--- src/rtl/win_scan_seq.sv ---
// win_scan_seq: sequential five-in-a-row judge for an NxN board.
// Starting at the last move, it walks outward one cell per clock in each of
// four directions (horizontal, vertical, diagonal, anti-diagonal). It reports
// the win flag, the winning direction and the run length.
// Optional feature macro: WIN_EXACT_EN. When it is defined, only a run of
// exactly K stones wins (an overline does not), and each side is allowed to
// count up to K stones.
module win_scan_seq #(
  parameter  int N  = 15,
  parameter  int K  = 5,
  localparam int CW = $clog2(N),
  localparam int LW = $clog2(2*K+1)
) (
  input  logic           clk,
  input  logic           rst,
  input  logic           start,
  input  logic [CW-1:0]  row,
  input  logic [CW-1:0]  col,
  input  logic [N*N-1:0] board,
  output logic           busy,
  output logic           done,
  output logic           win,
  output logic [1:0]     win_dir,
  output logic [LW-1:0]  run_len,
  output logic           err
);

  localparam int IW = $clog2(N*N);
`ifdef WIN_EXACT_EN
  localparam int LIM = K;
`else
  localparam int LIM = K-1;
`endif

  typedef enum logic [2:0] {IDLE, SCAN_NEG, SCAN_POS, EVAL, DONE} state_t;

  state_t         state, state_nxt;
  logic [CW-1:0]  org_r, org_c, cur_r, cur_c, nxt_r, nxt_c;
  logic [N*N-1:0] board_q;
  logic           bad;
  logic [1:0]     dir;
  logic [LW-1:0]  cnt_neg, cnt_pos, cnt_cur, cnt_inc, run_now;
  logic           neg, r_fwd, r_bwd, c_fwd;
  logic           r_inc, r_dec, c_inc, c_dec;
  logic           in_bounds, hit, side_end, win_now;
  logic [IW-1:0]  idx;

  // State register
  always_ff @(posedge clk) begin
    if (rst) state <= IDLE;
    else     state <= state_nxt;
  end

  // Step geometry: the next cell on the current side, its bounds test and stone test
  always_comb begin
    neg   = (state == SCAN_NEG);
    r_fwd = (dir == 2'd1) || (dir == 2'd2);
    r_bwd = (dir == 2'd3);
    c_fwd = (dir != 2'd1);
    // The negative side simply mirrors the direction vector.
    r_inc = neg ? r_bwd : r_fwd;
    r_dec = neg ? r_fwd : r_bwd;
    c_inc = !neg && c_fwd;
    c_dec = neg && c_fwd;
    in_bounds = !(r_inc && (cur_r == CW'(N-1))) && !(r_dec && (cur_r == '0)) &&
                !(c_inc && (cur_c == CW'(N-1))) && !(c_dec && (cur_c == '0));
    nxt_r = cur_r;
    if (r_inc) nxt_r = cur_r + CW'(1);
    if (r_dec) nxt_r = cur_r - CW'(1);
    nxt_c = cur_c;
    if (c_inc) nxt_c = cur_c + CW'(1);
    if (c_dec) nxt_c = cur_c - CW'(1);
    idx      = IW'(nxt_r) * IW'(N) + IW'(nxt_c);
    hit      = in_bounds && board_q[idx];
    cnt_cur  = neg ? cnt_neg : cnt_pos;
    cnt_inc  = cnt_cur + LW'(1);
    side_end = !hit || (cnt_inc == LW'(LIM));
    run_now  = LW'(1) + cnt_neg + cnt_pos;
`ifdef WIN_EXACT_EN
    win_now  = (run_now == LW'(K));
`else
    win_now  = (run_now >= LW'(K));
`endif
  end

  // Next-state logic
  always_comb begin
    state_nxt = state;
    case (state)
      IDLE:     if (start) state_nxt = SCAN_NEG;
      SCAN_NEG: begin
        if (bad)           state_nxt = DONE;
        else if (side_end) state_nxt = SCAN_POS;
      end
      SCAN_POS: if (side_end) state_nxt = EVAL;
      EVAL:     begin
        if (win_now || (dir == 2'd3)) state_nxt = DONE;
        else                          state_nxt = SCAN_NEG;
      end
      DONE:     state_nxt = IDLE;
      default:  state_nxt = IDLE;
    endcase
  end

  // Handshake outputs decoded from state
  always_comb begin
    busy = (state != IDLE);
    done = (state == DONE);
  end

  // Datapath: snapshot on accept, per-side counting, per-direction evaluation
  always_ff @(posedge clk) begin
    if (rst) begin
      org_r   <= '0;
      org_c   <= '0;
      cur_r   <= '0;
      cur_c   <= '0;
      board_q <= '0;
      bad     <= 1'b0;
      dir     <= '0;
      cnt_neg <= '0;
      cnt_pos <= '0;
      win     <= 1'b0;
      win_dir <= '0;
      run_len <= '0;
      err     <= 1'b0;
    end else begin
      case (state)
        IDLE: if (start) begin
          org_r   <= row;
          org_c   <= col;
          cur_r   <= row;
          cur_c   <= col;
          board_q <= board;
          bad     <= ({1'b0, row} >= (CW+1)'(N)) || ({1'b0, col} >= (CW+1)'(N));
          dir     <= '0;
          cnt_neg <= '0;
          cnt_pos <= '0;
          win     <= 1'b0;
          win_dir <= '0;
          run_len <= '0;
          err     <= 1'b0;
        end
        SCAN_NEG: begin
          if (bad) begin
            err <= 1'b1;
          end else begin
            if (hit) begin
              cnt_neg <= cnt_inc;
              cur_r   <= nxt_r;
              cur_c   <= nxt_c;
            end
            // Rewind to the origin so the positive side starts from the move.
            if (side_end) begin
              cur_r <= org_r;
              cur_c <= org_c;
            end
          end
        end
        SCAN_POS: begin
          if (hit) begin
            cnt_pos <= cnt_inc;
            cur_r   <= nxt_r;
            cur_c   <= nxt_c;
          end
          if (side_end) begin
            cur_r <= org_r;
            cur_c <= org_c;
          end
        end
        EVAL: begin
          // run_len tracks the best run seen; a win overrides it with the winning run.
          if (run_now > run_len) run_len <= run_now;
          if (win_now) begin
            win     <= 1'b1;
            win_dir <= dir;
            run_len <= run_now;
          end else if (dir != 2'd3) begin
            dir     <= dir + 2'd1;
            cnt_neg <= '0;
            cnt_pos <= '0;
          end
        end
        default: ;
      endcase
    end
  end

endmodule

--- config.mk ---
export PLATFORM = sky130hd
export DESIGN_NAME = win_scan_seq
export DESIGN_NICKNAME = d
export VERILOG_FILES = /design/src/rtl/win_scan_seq.sv
export SDC_FILE = /design/constraint.sdc
export NUM_CORES = 1
export LEC_CHECK = 0
export CORE_AREA = 2 2 159 161
export CTS_CLUSTER_DIAMETER = 150
export DETAILED_ROUTE_END_ITERATION = 10
export DIE_AREA = 0 0 161 163
export PLACE_DENSITY = 0.85
export SYNTH_ARGS = -nofsm -noshare
export SYNTH_HDL_FRONTEND = slang
export SYNTH_SLANG_ARGS = --single-unit
--- constraint.sdc ---
create_clock -name clk -period 7.05 [get_ports clk]
set_clock_uncertainty 0.1 [all_clocks]
set_input_delay 1.7625 -clock clk [delete_from_list [all_inputs] [get_ports clk]]
set_output_delay 1.7625 -clock clk [all_outputs]
set_load 0.005 [all_outputs]
==> impl_metrics.csv <==
group,metric,value,unit
timing,layout_min_cycle_time,6.550,ns
clocking,clk_pin_slew,0.06,ns
power_and_ir_drop,worst_ir_drop_vdd,0.6518,mV
power_and_ir_drop,swShare,0.4604,
global_routing,met3_usage,0.04125,
critical_path,cp-end-kind,"register",
detailed_routing,routed_wl,35450,µm
logic_synthesis,synth_flop_cell,"dfxtp_1",
timing,max_clock_freq,152.7,MHz
clocking,worstSkewPairLatency,0.54,ns
detailed_routing,wl_per_cell,17.27,µm
logic_synthesis,ys_ff_latch,263,
power_and_ir_drop,leakage,6.188,nW
placement,gp_congestion,0.8603,
detailed_routing,via_count,11598,
global_routing,grt_max_degree,166,
power_and_ir_drop,internal_power,4.882,mW
logic_synthesis,synth_edf_count,0,
floorplan,dieArea,26240,µm²
detailed_routing,ant_nets,0,
critical_path,r2r_setup_slack,0.50,ns
logic_synthesis,yosysSeqAreaShare,0.4111,
global_routing,use_met1,0.3250,
power_and_ir_drop,clock_power_share,0.155,
floorplan,die_h,163,µm
floorplan,design.core.area,24670,µm²
power_and_ir_drop,p_sw,4.165,mW
critical_path,rr_startpoint,"dir[1]",
global_routing,grt_pass1_wl,55570,µm
logic_synthesis,async_reset_ff_frac,0,
logic_synthesis,synth_cell_type_count,77,
floorplan,die_w,161,µm
critical_path,critPathLaunch,"dir[1]",
timing,setup_tns,0,ns
critical_path,arrival,6.86,ns
clocking,clock_sink_count,263,
logic_synthesis,syn-cell-area,12810,µm²
timing,worst_pin_slew,1.096,ns
global_routing,antenna_found_initial,1,
global_routing,grt_pass1_vias,11155,
placement,port_buffers,245,
detailed_routing,drt_first_pass_iters,5,
logic_synthesis,syn_inst,1528,
timing,hold_viol_final,0,
timing,relSlewSlack,0.2690,
worst_hold_path,min_path_type,"register to register",
clocking,root_buffer,"clkbuf_16",
floorplan,start_util,0.5191,
logic_synthesis,syn_avg_cell_area,8.382,µm²
layout,final_area,16170,µm²
placement,dp_cells,2004,
power_and_ir_drop,total_power,9.046,mW
detailed_routing,routed_via_density,5.649,
critical_path,critical_path_required,7.36,ns
global_routing,use_met2,0.4645,
layout,fin_cells,2053,
global_routing,grt.total_usage,0.2617,
timing,hold_ws,0.3484,ns
clocking,cts.repair.resized,0,
layout,final_common_cell,"nand2_1",
detailed_routing,dr.first_iter.drc_count,967,
critical_path,start_kind,"register",
timing,fin_crit_sh,0.9290,
global_routing,overflow,0,
power_and_ir_drop,combPwrFrac,0.645,
floorplan,pin_count,246,
run,drv_cap,0,
worst_hold_path,holdCritStartpoint,"board_q[140]",
logic_synthesis,syn_nets,1805,
layout,fin_nets,1980,
timing,rsz0062_at_grt,"false",
clocking,cts_htree_levels,1,
clocking,cts_tree,"yes",
placement,dpl_cell_area,15280,µm²
power_and_ir_drop,power_frac_seq,0.200,
detailed_routing,drc,0,
run_status,status,"completed",
clocking,postCtsSetupBuffers,0,
critical_path,path_class,"register to register",
placement,dp.final_hpwl,24980,µm
power_and_ir_drop,powerDensity,559.4,nW/µm²
global_routing,grt_busiest_layer,"met2",
floorplan,rows,58,
logic_synthesis,ys_warn_count,0,
layout,syn2layout_area_growth,26.28,%
layout,drive_gt1_frac,0.06969,
critical_path,path_max_fanout,15,
clocking,cts_max_path_buffers,3,
clocking,cts.hold.buffers_added,0,
layout,final_cell_mix,"nand2_1, a21oi_1, dfxtp_1",
clocking,cts-buffers-inserted,27,
timing,maxSlewViolCount,0,
timing,setup_viol,0,
-- layout make-up --
type	count	area, µm²
Tap cell	330	412.9
Clock inverter	8	73.82
Timing Repair Buffer	253	2529
Fill cell	2021	8501
Antenna cell	1	2.502
Sequential cell	263	5265
Clock buffer	40	804.5
Inverter	33	123.9
Multi-Input combinational cell	1125	6962
-- path summary, 6_finish.rpt --
check,end,cells past startpoint
worst min-delay path,board_q[140],2
worst max register to register,cnt_neg[3],21
worst max-delay path,cnt_neg[3],21
worst min register to register,board_q[140],2
-- sequential cells by signal (all words and copies together), names as in the netlist, 2 cells and up --
| register | cells |
|---|---|
| board_q | 225 |
| cnt_neg | 4 |
| cnt_pos | 4 |
| cur_c | 4 |
| cur_r | 4 |
| dir | 2 |
| org_c | 4 |
| org_r | 4 |
| run_len | 4 |
| state | 3 |
| win_dir | 2 |
-- cells by family (layout without fill, tap and decap cells) --
kind of cell	count (synthesis)	in the layout	synth area share
adder cells (fa/ha/maj)	41	41	0.04416
flip-flops	263	263	0.4111
AND/OR/NAND/NOR	625	625	0.1989
AO/OA/AOI/OAI	364	364	0.1612
multiplexers	80	80	0.1239
other	0	1	0
buffers and inverters	140	334	0.04904
XOR/XNOR	15	15	0.01172
-- cell usage after synthesis (4+ instances only) --
master / instances / area [µm²]
a211oi_1: 4 / 30.03
a21oi_1: 263 / 1316
a22oi_1: 4 / 30.03
a31oi_1: 9 / 56.30
and2_1: 6 / 37.54
buf_1: 6 / 22.52
buf_4: 6 / 45.04
buf_6: 8 / 90.09
clkbuf_1: 83 / 311.6
dfxtp_1: 263 / 5265
fa_1: 7 / 140.1
ha_1: 34 / 425.4
inv_1: 33 / 123.9
mux2_2: 5 / 56.30
mux2i_1: 16 / 160.2
mux4_1: 14 / 367.9
mux4_2: 44 / 991.0
nand2_1: 510 / 1914
nand2b_1: 4 / 25.02
nand3_1: 15 / 75.07
nand4_1: 5 / 31.28
nor2_1: 41 / 153.9
nor2b_1: 7 / 43.79
nor3_1: 10 / 50.05
o211ai_1: 7 / 52.55
o21a_1: 5 / 37.54
o21ai_0: 26 / 130.1
o21ai_1: 4 / 20.02
or3_1: 9 / 56.30
xnor2_1: 9 / 78.83
xor2_1: 5 / 43.79
-- power by group through the flow --
stage | registers (mW) | clock network, mW | logic, mW
floorplan | 1.79 | 0 | 4.74
global placement | 1.82 | 0 | 5.62
detailed placement | 1.83 | 0 | 5.76
CTS | 1.80 | 1.42 | 5.77
global route | 1.83 | 1.48 | 6.32
finish | 1.81 | 1.41 | 5.84
-- through the flow --
stage	setup WS, ns	util
floorplan	0.8851	-
global placement	0.6150	0.6195
detailed placement	0.5103	0.6195
CTS	0.4766	0.6551
global route	0.08023	0.6555
finish	0.5003	0.6555
-- critical path, cell delays in order (launching register included) --
cell	delay [ns]
dfxtp_1	0.36
inv_1	0.06
ha_1	0.51
nor3_1	0.11
a21oi_1	0.12
o21ai_0	0.08
a21oi_1	0.33
ha_1	0.34
xnor2_1	0.28
fa_1	0.48
fa_1	0.50
inv_1	0.05
ha_1	0.40
a21o_1	0.26
o21a_2	0.27
nor2_4	0.39
mux4_2	0.36
mux2_2	0.28
o311a_4	0.33
and4b_4	0.27
a21oi_4	0.18
mux2_1	0.34
-- routing by layer --
| layer | part of all wire | wire [µm] |
|---|---|---|
| met1 | 0.41 | 14410 |
| met2 | 0.50 | 17780 |
| met3 | 0.061 | 2172 |
| met4 | 0.031 | 1090 |
| met5 | 0 | 0 |
No activity file was read; power rests on OpenSTA's default activity.
